### src/rtl/audio_dac_serializer.sv
// audio_dac_serializer: stereo parallel-to-serial transmitter for a codec DAC.
// Generates BCLK/LRCK from clk, holds one stereo pair, and shifts it out MSB first.
// Build option: define AUDIO_DAC_LJ_EN for left-justified framing (MSB on the LRCK edge);
// without it the output is standard I2S (MSB one BCLK after each LRCK edge).
module audio_dac_serializer #(
  parameter int DATA_WIDTH = 16,
  parameter int SLOT_BITS  = 32,
  parameter int BCLK_DIV   = 4
) (
  input  logic                  clk,
  input  logic                  reset_n,
  input  logic                  enable,
  input  logic [DATA_WIDTH-1:0] in_left,
  input  logic [DATA_WIDTH-1:0] in_right,
  input  logic                  in_valid,
  output logic                  in_ready,
  output logic                  dac_bclk,
  output logic                  dac_lrck,
  output logic                  dac_data,
  output logic                  underrun,
  output logic                  busy
);

  localparam int FRAME_BITS = 2 * SLOT_BITS;
  localparam int CNT_W      = (BCLK_DIV > 1) ? $clog2(BCLK_DIV) : 1;
  localparam int BIT_W      = $clog2(FRAME_BITS);
`ifdef AUDIO_DAC_LJ_EN
  localparam int MSB_OFS    = 0;
`else
  localparam int MSB_OFS    = 1;
`endif

  localparam logic [CNT_W-1:0] DIV_LAST = CNT_W'(BCLK_DIV - 1);
  localparam logic [BIT_W-1:0] BIT_LAST = BIT_W'(FRAME_BITS - 1);
  localparam logic [BIT_W-1:0] SLOT_LR  = BIT_W'(SLOT_BITS);

  typedef enum logic {S_IDLE, S_RUN} state_t;

  logic [CNT_W-1:0]      div_q;
  logic                  bclk_q;
  logic [BIT_W-1:0]      bit_q, bit_d;
  logic                  lrck_q;
  logic                  full_q;
  logic [DATA_WIDTH-1:0] hold_l_q, hold_r_q;
  logic [FRAME_BITS-1:0] sh_q;
  logic                  data_q;
  state_t                state_q, state_d;
  logic                  busy_q, underrun_q;

  logic                  tick, fall, boundary, xfer, accept, underrun_d;
  logic [FRAME_BITS-1:0] load_vec;

  // Place each sample MSB first at offset MSB_OFS within its slot; all other bits are zero.
  function automatic logic [FRAME_BITS-1:0] build_frame(input logic [DATA_WIDTH-1:0] l,
                                                        input logic [DATA_WIDTH-1:0] r);
    logic [FRAME_BITS-1:0] f;
    f = '0;
    for (int i = 0; i < DATA_WIDTH; i++) begin
      f[FRAME_BITS-1-MSB_OFS-i] = l[DATA_WIDTH-1-i];
      f[SLOT_BITS-1-MSB_OFS-i]  = r[DATA_WIDTH-1-i];
    end
    return f;
  endfunction

  assign tick     = (div_q == DIV_LAST);
  assign fall     = tick && bclk_q;
  assign boundary = fall && (bit_q == BIT_LAST);
  // A pair moves to the shifter only when the frame will actually be transmitted.
  assign xfer     = boundary && enable && full_q;
  assign in_ready = !full_q || xfer;
  assign accept   = in_valid && in_ready;
  assign bit_d    = (bit_q == BIT_LAST) ? '0 : bit_q + BIT_W'(1);
  assign load_vec = xfer ? build_frame(hold_l_q, hold_r_q) : '0;

  // BCLK divider: free-running, toggles every BCLK_DIV clk cycles in every state.
  always_ff @(posedge clk or negedge reset_n) begin
    if (!reset_n) begin
      div_q  <= '0;
      bclk_q <= 1'b0;
    end else if (tick) begin
      div_q  <= '0;
      bclk_q <= ~bclk_q;
    end else begin
      div_q  <= div_q + CNT_W'(1);
    end
  end

  // Bit position within the frame and word select, both advanced on BCLK fall.
  always_ff @(posedge clk or negedge reset_n) begin
    if (!reset_n) begin
      bit_q  <= '0;
      lrck_q <= 1'b0;
    end else if (fall) begin
      bit_q  <= bit_d;
      lrck_q <= (bit_d >= SLOT_LR);
    end
  end

  // Holding register: accept fills it, xfer drains it; both together keep it full.
  always_ff @(posedge clk or negedge reset_n) begin
    if (!reset_n) begin
      full_q   <= 1'b0;
      hold_l_q <= '0;
      hold_r_q <= '0;
    end else begin
      if (accept) begin
        hold_l_q <= in_left;
        hold_r_q <= in_right;
        full_q   <= 1'b1;
      end else if (xfer) begin
        full_q   <= 1'b0;
      end
    end
  end

  // Next-state decision, taken only at frame boundaries.
  always_comb begin
    state_d    = state_q;
    underrun_d = 1'b0;
    if (boundary) begin
      if (!enable) begin
        state_d = S_IDLE;
      end else if (state_q == S_RUN) begin
        underrun_d = !full_q;
      end else if (full_q) begin
        state_d = S_RUN;
      end
    end
  end

  // FSM state with registered busy flag and one-cycle underrun pulse.
  always_ff @(posedge clk or negedge reset_n) begin
    if (!reset_n) begin
      state_q    <= S_IDLE;
      busy_q     <= 1'b0;
      underrun_q <= 1'b0;
    end else begin
      state_q    <= state_d;
      busy_q     <= (state_d == S_RUN);
      underrun_q <= underrun_d;
    end
  end

  // Shifter: reload at each boundary (pair or zeros), otherwise shift one bit per fall.
  always_ff @(posedge clk or negedge reset_n) begin
    if (!reset_n) begin
      sh_q   <= '0;
      data_q <= 1'b0;
    end else if (boundary) begin
      data_q <= load_vec[FRAME_BITS-1];
      sh_q   <= load_vec << 1;
    end else if (fall) begin
      data_q <= sh_q[FRAME_BITS-1];
      sh_q   <= sh_q << 1;
    end
  end

  assign dac_bclk = bclk_q;
  assign dac_lrck = lrck_q;
  assign dac_data = data_q;
  assign underrun = underrun_q;
  assign busy     = busy_q;

endmodule
### config.mk
export PLATFORM = sky130hd
export DESIGN_NAME = audio_dac_serializer
export DESIGN_NICKNAME = d
export VERILOG_FILES = /design/src/rtl/audio_dac_serializer.sv
export SDC_FILE = /design/constraint.sdc
export NUM_CORES = 1
export LEC_CHECK = 0
export CAP_MARGIN = 0
export CORE_MARGIN = 3
export CORE_UTILIZATION = 52
export CTS_CLUSTER_DIAMETER = 150
export DETAILED_ROUTE_END_ITERATION = 7
export PLACE_DENSITY_LB_ADDON = 0.15
export SYNTH_ARGS = -nofsm -noshare
export SYNTH_HDL_FRONTEND = slang
export SYNTH_SLANG_ARGS = --single-unit
### constraint.sdc
create_clock -name clk -period 1.6 [get_ports clk]
set_input_delay 0.32 -clock clk [delete_from_list [all_inputs] [get_ports clk]]
set_output_delay 0.32 -clock clk [all_outputs]
set_load 0.01 [all_outputs]
# [Word level (Yosys, flattened, before mapping)]
# Index checks and enable logic that the tools add are counted.
[word_totals] regBits=110 input_bits=36 word_cells=41
[classes] addsub=2 n_lt_le_gt_ge=1 eq_ne=2 n_mux=15 n_bitwise=1 reduce_logical=9
[ops] op="two-way mux 64 bit" n=2
[ops] op="two-way mux 63 bit" n=1
[ops] op="two-way mux 1 bit" n=10
[ops] op="adder 6 x 1 -> 6 bit, second input constant" n=1
[ops] op="equality test 6 bit, second input constant" n=1
[ops] op="greater-or-equal comparator 6 bit, second input constant" n=1
[ops] op="two-way mux 6 bit" n=1
[ops] op="logical AND 1 bit" n=5
[ops] op="nonzero test 2 bit" n=2
[ops] op="adder 2 x 1 -> 2 bit, second input constant" n=1
[ops] op="equality test 2 bit, second input constant" n=1
[ops] op="two-way mux 2 bit" n=1
[ops] op="logical NOT 1 bit" n=1
[ops] op="logical OR 1 bit" n=1
[ops] op="NOT 1 bit" n=1

# [Depth between registers and ports, before layout]
# Gate-level depths: netlist of run 1.
[logic_depth] ltp_word=8 mapped_depth=7 depth_no_buf=5

# [Least setup slack after synthesis of run 1]
# OpenSTA, ideal clock, no wires.
[synth_timing] path_type="reg2out" startpoint="reg div_q[0]" endpoint="out in_ready" arrival_ps=1285 required_time_ps=1280 path_slack_ps=-5 stages_incl_launch_ff=7 path_cell_list="dfrtp_1 -> ha_1 -> buf_2 -> and4_1 -> buf_2 -> a21boi_4 -> inv_1"
[synth_via] elab_chain_len=6
[synth_rtl] element="start, declared" line_no="39" source="logic [CNT_W-1:0] div_q;"
[synth_rtl] element="start signal, assigned" line_no="84" source="div_q <= div_q + CNT_W'(1);"
[synth_rtl] element="equality test 2 bit" line_no="65" source="assign tick = (div_q == DIV_LAST);"
[synth_rtl] element="logical AND 1 bit" line_no="66" source="assign fall = tick && bclk_q;"
[synth_rtl] element="logical AND 1 bit" line_no="67" source="assign boundary = fall && (bit_q == BIT_LAST);"
[synth_rtl] element="logical AND 1 bit (2 in series)" line_no="69" source="assign xfer = boundary && enable && full_q;"
[synth_rtl] element="logical OR 1 bit" line_no="70" source="assign in_ready = !full_q || xfer;"
[synth_rtl] element="end, declared" line_no="16" source="output logic in_ready,"
# No other way between the ends.

# [Worst setup path after layout of run 1]
[layout_timing] startpoint="reg bit_q[1]" endpoint="out in_ready"
[layout_via] elab_chain_len=5
[layout_rtl] element="start, declared" line_no="41" source="logic [BIT_W-1:0] bit_q, bit_d;"
[layout_rtl] element="start signal, assigned" line_no="94" source="bit_q <= bit_d;"
[layout_rtl] element="equality test 6 bit" line_no="67"
[layout_rtl] element="logical AND 1 bit" line_no="67"
[layout_rtl] element="logical AND 1 bit (2 in series)" line_no="69"
[layout_rtl] element="logical OR 1 bit" line_no="70"
# No other way between the ends.

==> results of run 1 <==
-- critical path, cell delays in order, from the launching register on --
cell and delay (ns):
dfrtp_1 0.39, ha_2 0.20, and4_4 0.16, a21boi_4 0.14, inv_2 0.07, buf_6 0.12
-- state kept, by name, summed over array words and instances (netlist names) --
| register | cells |
|---|---|
| hold_r_q | 16 |
| underrun | 1 |
| busy | 1 |
| dac_bclk | 1 |
| bit_q | 6 |
| dac_data | 1 |
| sh_q | 48 |
| div_q | 2 |
| dac_lrck | 1 |
| hold_l_q | 16 |
| full_q | 1 |
-- what timing repair did --
| item | in CTS | in global routing |
|---|---|---|
| pin swaps | 12 | 14 |
| hold buffers | 0 | 0 |
| gates cloned | 2 | 4 |
| setup buffers | 4 | 3 |
| gates resized for setup | 18 | 18 |
| endpoints found under the setup margin | 86 | 52 |
| endpoints found under the hold margin | 0 | 0 |
-- power by group through the flow --
stage	clock (mW)	sequential [mW]	combinational, mW
after floorplan	0	2.42	0.0616
after global placement	0	2.42	0.213
after detailed placement	0	2.42	0.216
after CTS	1.88	2.37	0.216
after global routing	1.99	2.37	0.236
final	1.84	2.37	0.213
-- logic make-up after synthesis --
family | synth area share (%)
AOI/OAI and AO/OA | 20.7
and+or+nand+nor | 17.9
adders and majority gates | 0.563
DFF | 52.9
buffers and inverters | 7.29
xor gates and xnor gates | 0.591
-- synthesized netlist by cell type --
| cell type | instances |
|---|---|
| o211ai_1 | 67 |
| o221ai_1 | 29 |
| a2bb2oi_1 | 1 |
| o22ai_1 | 1 |
| xnor2_1 | 1 |
| and4_1 | 2 |
| nand2b_1 | 33 |
| inv_1 | 33 |
| or3_1 | 2 |
| buf_2 | 16 |
| clkbuf_1 | 23 |
| o41ai_1 | 1 |
| a21oi_1 | 1 |
| nor2_1 | 5 |
| ha_1 | 2 |
| nor4_1 | 1 |
| nor3_1 | 1 |
| nand2_1 | 76 |
| o31ai_1 | 1 |
| buf_4 | 4 |
| buf_1 | 1 |
| a31oi_1 | 1 |
| dfrtp_1 | 94 |
| a21boi_4 | 1 |
| o21ai_0 | 19 |
| o21ai_2 | 1 |
| nand3_1 | 5 |
| and2_1 | 1 |
| xor2_1 | 2 |
| nand4_1 | 34 |
-- final cells by class --
cell class	count	area [sq um]	area share, %
clock inverters	4	77.6	1.40
clock buffers	12	165	2.98
multi-input cells	288	1810	32.6
flip-flops and latches	94	2350	42.5
repair buffers	76	883	15.9
inverters	33	124	2.23
well taps	105	131	2.37
-- worst paths after layout --
kind / from / to / cells after the start
max in group asynchronous: reset_n / full_q / 2
worst max-delay path: bit_q[1] / in_ready / 5
worst max register to register: bit_q[1] / hold_r_q[14] / 8
worst min-delay path: reset_n / sh_q[39] / 2
worst min register to register: div_q[0] / div_q[0] / 1
min in group clk: div_q[0] / div_q[0] / 1
-- per-stage QoR --
step	hold WS (ns)	worst slack, ns	setup TNS [ns]	instances	cell area (sq um)
global placement	0.412	-0.491	-13.03	585	5050
CTS	0.0209	-0.176	-0.176	606	5410
floorplan	0.0244	0.00477	0	459	4450
global route	0.0400	-0.244	-2.58	612	5540
detailed placement	0.409	-0.478	-14.12	585	5050
finish	0.00598	-0.166	-0.191	612	5540
-- layer usage --
metal	wire length (um)	track usage (%)
met5	0	0
met3	596	3.04
met2	4960	33.0
met1	4710	31.7
met4	160	8.61
==> out/qor.csv, run 1 <==
stage,metric,value,unit
worst_setup_path,r2r setup slk,-0.01,ns
worst_setup_path,WP data required,1.28,ns
place,Placer Congestion,0.793,
power,PD cells,799,mW/mm^2
drt,post-DR wirelength/cell,17.0,um
cts,Skew-Pair Late Insertion Delay,0.36,ns
sta,"Slew Viols, Final",0,
floorplanning,effective utilization at floorplan,53.8,%
sta,period utilisation layout,110,%
hold_path,Hold Path Class,input pin to async pin,
sta,final setup fails,4,
synth,Synth area leader,dfrtp_1,
drt,post-route ant nets,0,
sta,RSZ-0062 raised after global routing,true,
layout,Final Util,67.1,%
synth,post-synth top area share,52.9,%
synth,Mapped Area,0.00445,sq mm
power,Combinational Power Share,4.8,%
outcome,status,"complete, but fails checks",
drt,final wirelength,10400,um
power,Sequential Power Share,53.6,%
floorplanning,die outline height,98.5,um
sta,Final Critical Period,1.77,ns
power,switching power,0.928,mW
worst_setup_path,startpoint type of the worst setup path,flop,
layout,P&R area growth vs syn,24.7,%
drt,Vias,3640,
place,Port Buf Inserts,41,
power,Max VDD drop,0.492,mV
floorplanning,CORE AREA,0.00826,sq mm
layout,fill count,671,
layout,Total Nets Final,540,
synth,Mapped Nets,497,
global_routing,GRT overflow,0,
synth,Yosys reg bits,94,
worst_setup_path,CP max FO,2,
cts,H-Tree Depth,3,
layout,share of cells above drive strength 1,12.8,%
power,Final Power,4.43,mW
cts,clk sinks,94,
layout,Diodes inserted,0,
drt,Post-route DRC,0,
synth,Syn Inst Count,459,
power,Pint,3.50,mW
cts,root buf cell,clkbuf_8,
cts,Worst-path clk slew,0.09,ns
drt,1st-iter DRT viols,180,
sta,Setup WS post-layout,-0.166,ns
place,Post-DP HPWL,5590,um
floorplanning,IO Count,42,
cts,Num CTS Buffers,9,
worst_setup_path,crit path DAT,1.45,ns
floorplanning,Die W,98.5,um
floorplanning,standard-cell rows,33,
cts,CTS tree,built,
power,Clock Power Share,41.6,%
global_routing,largest net degree at the start of global routing,95,
power,P_leak,2.28,nW
global_routing,first-pass GRT wire length,17200,um
sta,skew final,0.0121,ns
power,sw frac,21.0,%
global_routing,Global Route Usage Sum,21.7,%
sta,Least-Margin Pin Slew,0.490,ns
synth,"Seq/Total Area, Yosys",52.9,%
worst_setup_path,Worst setup EP type,output pin,
outcome,failing checks,negative setup slack,
synth,main area contributors after synthesis,"dfrtp_1 (53%), o211ai_1 (11%), nand2_1 (6.4%), o221ai_1 (5.7%), nand4_1 (4.8%)",
flow_run,max_cap viols,0,
sta,"Hold Violations, Final",0,
sta,slew margin rel.,67.3,%
floorplanning,die footprint,0.00969,sq mm
synth,Synthesis Warnings,0,
layout,"commonest non-fill, non-tap cells in the layout","dfrtp_1 (93), nand2_1 (76), o211ai_1 (67), clkdlybuf4s50_1 (35), nand4_1 (34)",
drt,vias per cell,5.95,
layout,"commonest non-fill, non-tap cell in the layout",dfrtp_1,
synth,Mapped Avg Cell Area,9.69,sq um
sta,fmax,566,MHz
cts,maximum root-to-sink buffer count,2,
global_routing,vias in the first global route,3500,
global_routing,initial antenna violation count,0,
drt,drt first pass iters,5,
synth,Yosys cell types,30,
worst_setup_path,WS Path Type,flop to output pin,
(Power assumes the default switching activity.)
==> inputs of run 2 (changes only) <==
CTS_CLUSTER_SIZE = 25   (was unset)
==> results of run 2 <==
The final DEF is identical to that of run 1; final timing and power are the same.
==> inputs of run 3 (changes only) <==
SETUP_SLACK_MARGIN = 0.5   (was unset)
==> run 3 against run 2 <==
  * The flow finishes with violations (negative hold slack, negative setup slack)
  * Largest power group unchanged
  * Clock power shrank 14%
  * Non-clock buffer count increased by 47
  * Critical path type is now flop to flop
  * Largest cell class is now multi-input combinational cells
  * Fmax decreased by 2.2%
  * Design area grew 22%
==> out/qor.csv, run 3 (synthesized netlist as in run 1, its figures left out) <==
stage,metric,value,unit
worst_setup_path,CP max FO,8,
worst_setup_path,WP data required,1.83,ns
outcome,status,"complete, but fails checks",
layout,share of cells above drive strength 1,34.7,%
layout,biggest regs,"sh_q: 48 flops, hold_l_q: 16 flops, hold_r_q: 16 flops",
floorplanning,CORE AREA,0.00826,sq mm
place,Post-DP HPWL,5870,um
worst_setup_path,crit path DAT,2.04,ns
cts,H-Tree Depth,3,
layout,Diodes inserted,0,
floorplanning,Die W,98.5,um
drt,Vias,4099,
worst_setup_path,Critical Path Start,div_q[0],
sta,Final Critical Period,1.81,ns
layout,largest reg by FF count,sh_q,
drt,vias per cell,6.22,
power,Max VDD drop,0.444,mV
sta,Hold WS,-0.0257,ns
drt,1st-iter DRT viols,258,
floorplanning,standard-cell rows,33,
layout,Total Nets Final,587,
cts,maximum root-to-sink buffer count,2,
outcome,failing checks,"negative hold slack, negative setup slack",
floorplanning,die outline height,98.5,um
drt,Post-route DRC,0,
drt,final wirelength,14600,um
global_routing,largest net degree at the start of global routing,95,
worst_setup_path,WS Path Type,flop to flop,
global_routing,initial antenna violation count,0,
cts,Worst-path clk slew,0.09,ns
place,Placer Congestion,0.835,
power,PD cells,616,mW/mm^2
place,Port Buf Inserts,41,
global_routing,vias in the first global route,4191,
sta,Least-Margin Pin Slew,0.526,ns
cts,CTS tree,built,
sta,slew margin rel.,64.9,%
place,DP Cell Count,587,
drt,post-route ant nets,0,
drt,drt first pass iters,5,
sta,period utilisation layout,113,%
cts,post-cts hold buffer count,0,
sta,"Slew Viols, Final",0,
sta,skew final,0.0148,ns
cts,root buf cell,clkbuf_8,
drt,post-DR wirelength/cell,22.2,um
global_routing,GRT overflow,0,
layout,max reg flops,48,
sta,Setup WS post-layout,-0.206,ns
floorplanning,IO Count,42,
cts,Skew-Pair Late Insertion Delay,0.37,ns
layout,"commonest non-fill, non-tap cell in the layout",dfrtp_1,
layout,P&R area growth vs syn,52.4,%
sta,RSZ-0062 raised after global routing,true,
place,Placement Setup Slack,-0.495,ns
sta,"Hold Violations, Final",9,
flow_run,max_cap viols,0,
global_routing,first-pass GRT wire length,22000,um
floorplanning,effective utilization at floorplan,53.8,%
worst_setup_path,startpoint type of the worst setup path,flop,
sta,fmax,554,MHz
global_routing,Global Route Usage Sum,28.8,%
floorplanning,die footprint,0.00969,sq mm
layout,"commonest non-fill, non-tap cells in the layout","dfrtp_1 (93), o211ai_1 (67), nand2_1 (52), nand4_1 (34), clkdlybuf4s50_1 (34)",
hold_path,Hold Path Class,input pin to async pin,
power,P_leak,2.79,nW
worst_setup_path,Worst setup EP type,flop,
cts,Num CTS Buffers,9,
worst_setup_path,reg2reg start,div_q[0],
layout,fin cells,659,
cts,clk sinks,94,
sta,final setup fails,68,
## run 3: cell count changes in the layout (fill, tap and decap cells not counted), sizes merged
cell | before | now
buf | 34 | 87
dlygate4sd2 | 3 | 0
clkinv | 2 | 0
clkinvlp | 0 | 2
bufinv | 2 | 1
clkdlybuf4s50 | 35 | 34
dlymetal6s2s | 1 | 0
## run 3: report_power, final
group	switching (mW)	internal, mW
registers	0.00000000452	2.37
logic	0.104	0.113
clock network	0.855	0.728
total	0.959	3.21
## run 3: repair_timing
item                                    4_1_cts  5_1_grt
gates cloned                                 14        2
resized for setup                           154       59
setup buffers                                28       12
endpoints found under the setup margin       97       99
pin swaps                                   113       34
## run 3: path summary, 6_finish.rpt
check	endpoint	slack, ns	depth (start not counted)
setup / recovery	hold_l_q[2]	-0.21	9
hold / removal	sh_q[37]	-0.03	2
setup reg to reg	hold_l_q[2]	-0.21	9
hold reg to reg	sh_q[42]	0.53	2
max in group asynchronous	hold_r_q[13]	1.20	2
min in group clk	sh_q[42]	0.53	2
## run 3: worst max-delay path, cell delays in order (launching register included)
cell and delay (ns):
dfrtp_1 0.37, ha_2 0.19, buf_6 0.09, buf_6 0.11, nand4_1 0.16, buf_6 0.20, buf_12 0.13, buf_16 0.14
o211ai_1 0.17, o211ai_1 0.13
## run 3: final cells by class
type	count	area, sq um
well taps	105	131
fillers	452	1480
clock inverters	3	45.0
inverters	33	124
repair buffers	123	1620
multi-input cells	288	2360
clock buffers	13	139
flip-flops and latches	94	2350
## run 3: through the flow
step / instance area [sq um] / utilization, % / power [mW] / TNS, ns
after floorplan: 4580 / - / 2.48 / 0
after global placement: 5100 / 61.8 / 2.64 / -10.66
after detailed placement: 5100 / 61.8 / 2.64 / -11.91
after CTS: 6340 / 76.8 / 4.15 / -3.12
after global routing: 6780 / 82.1 / 4.31 / -10.77
final: 6780 / 82.1 / 4.17 / -7.46
## run 3: layer usage
layer | track usage, % | wire length [um] | share of wire, %
met1 | 37.0 | 5900 | 40
met2 | 48.7 | 7600 | 52
met3 | 5.31 | 679 | 4.6
met4 | 10.9 | 457 | 3.1
met5 | 0 | 0 | 0
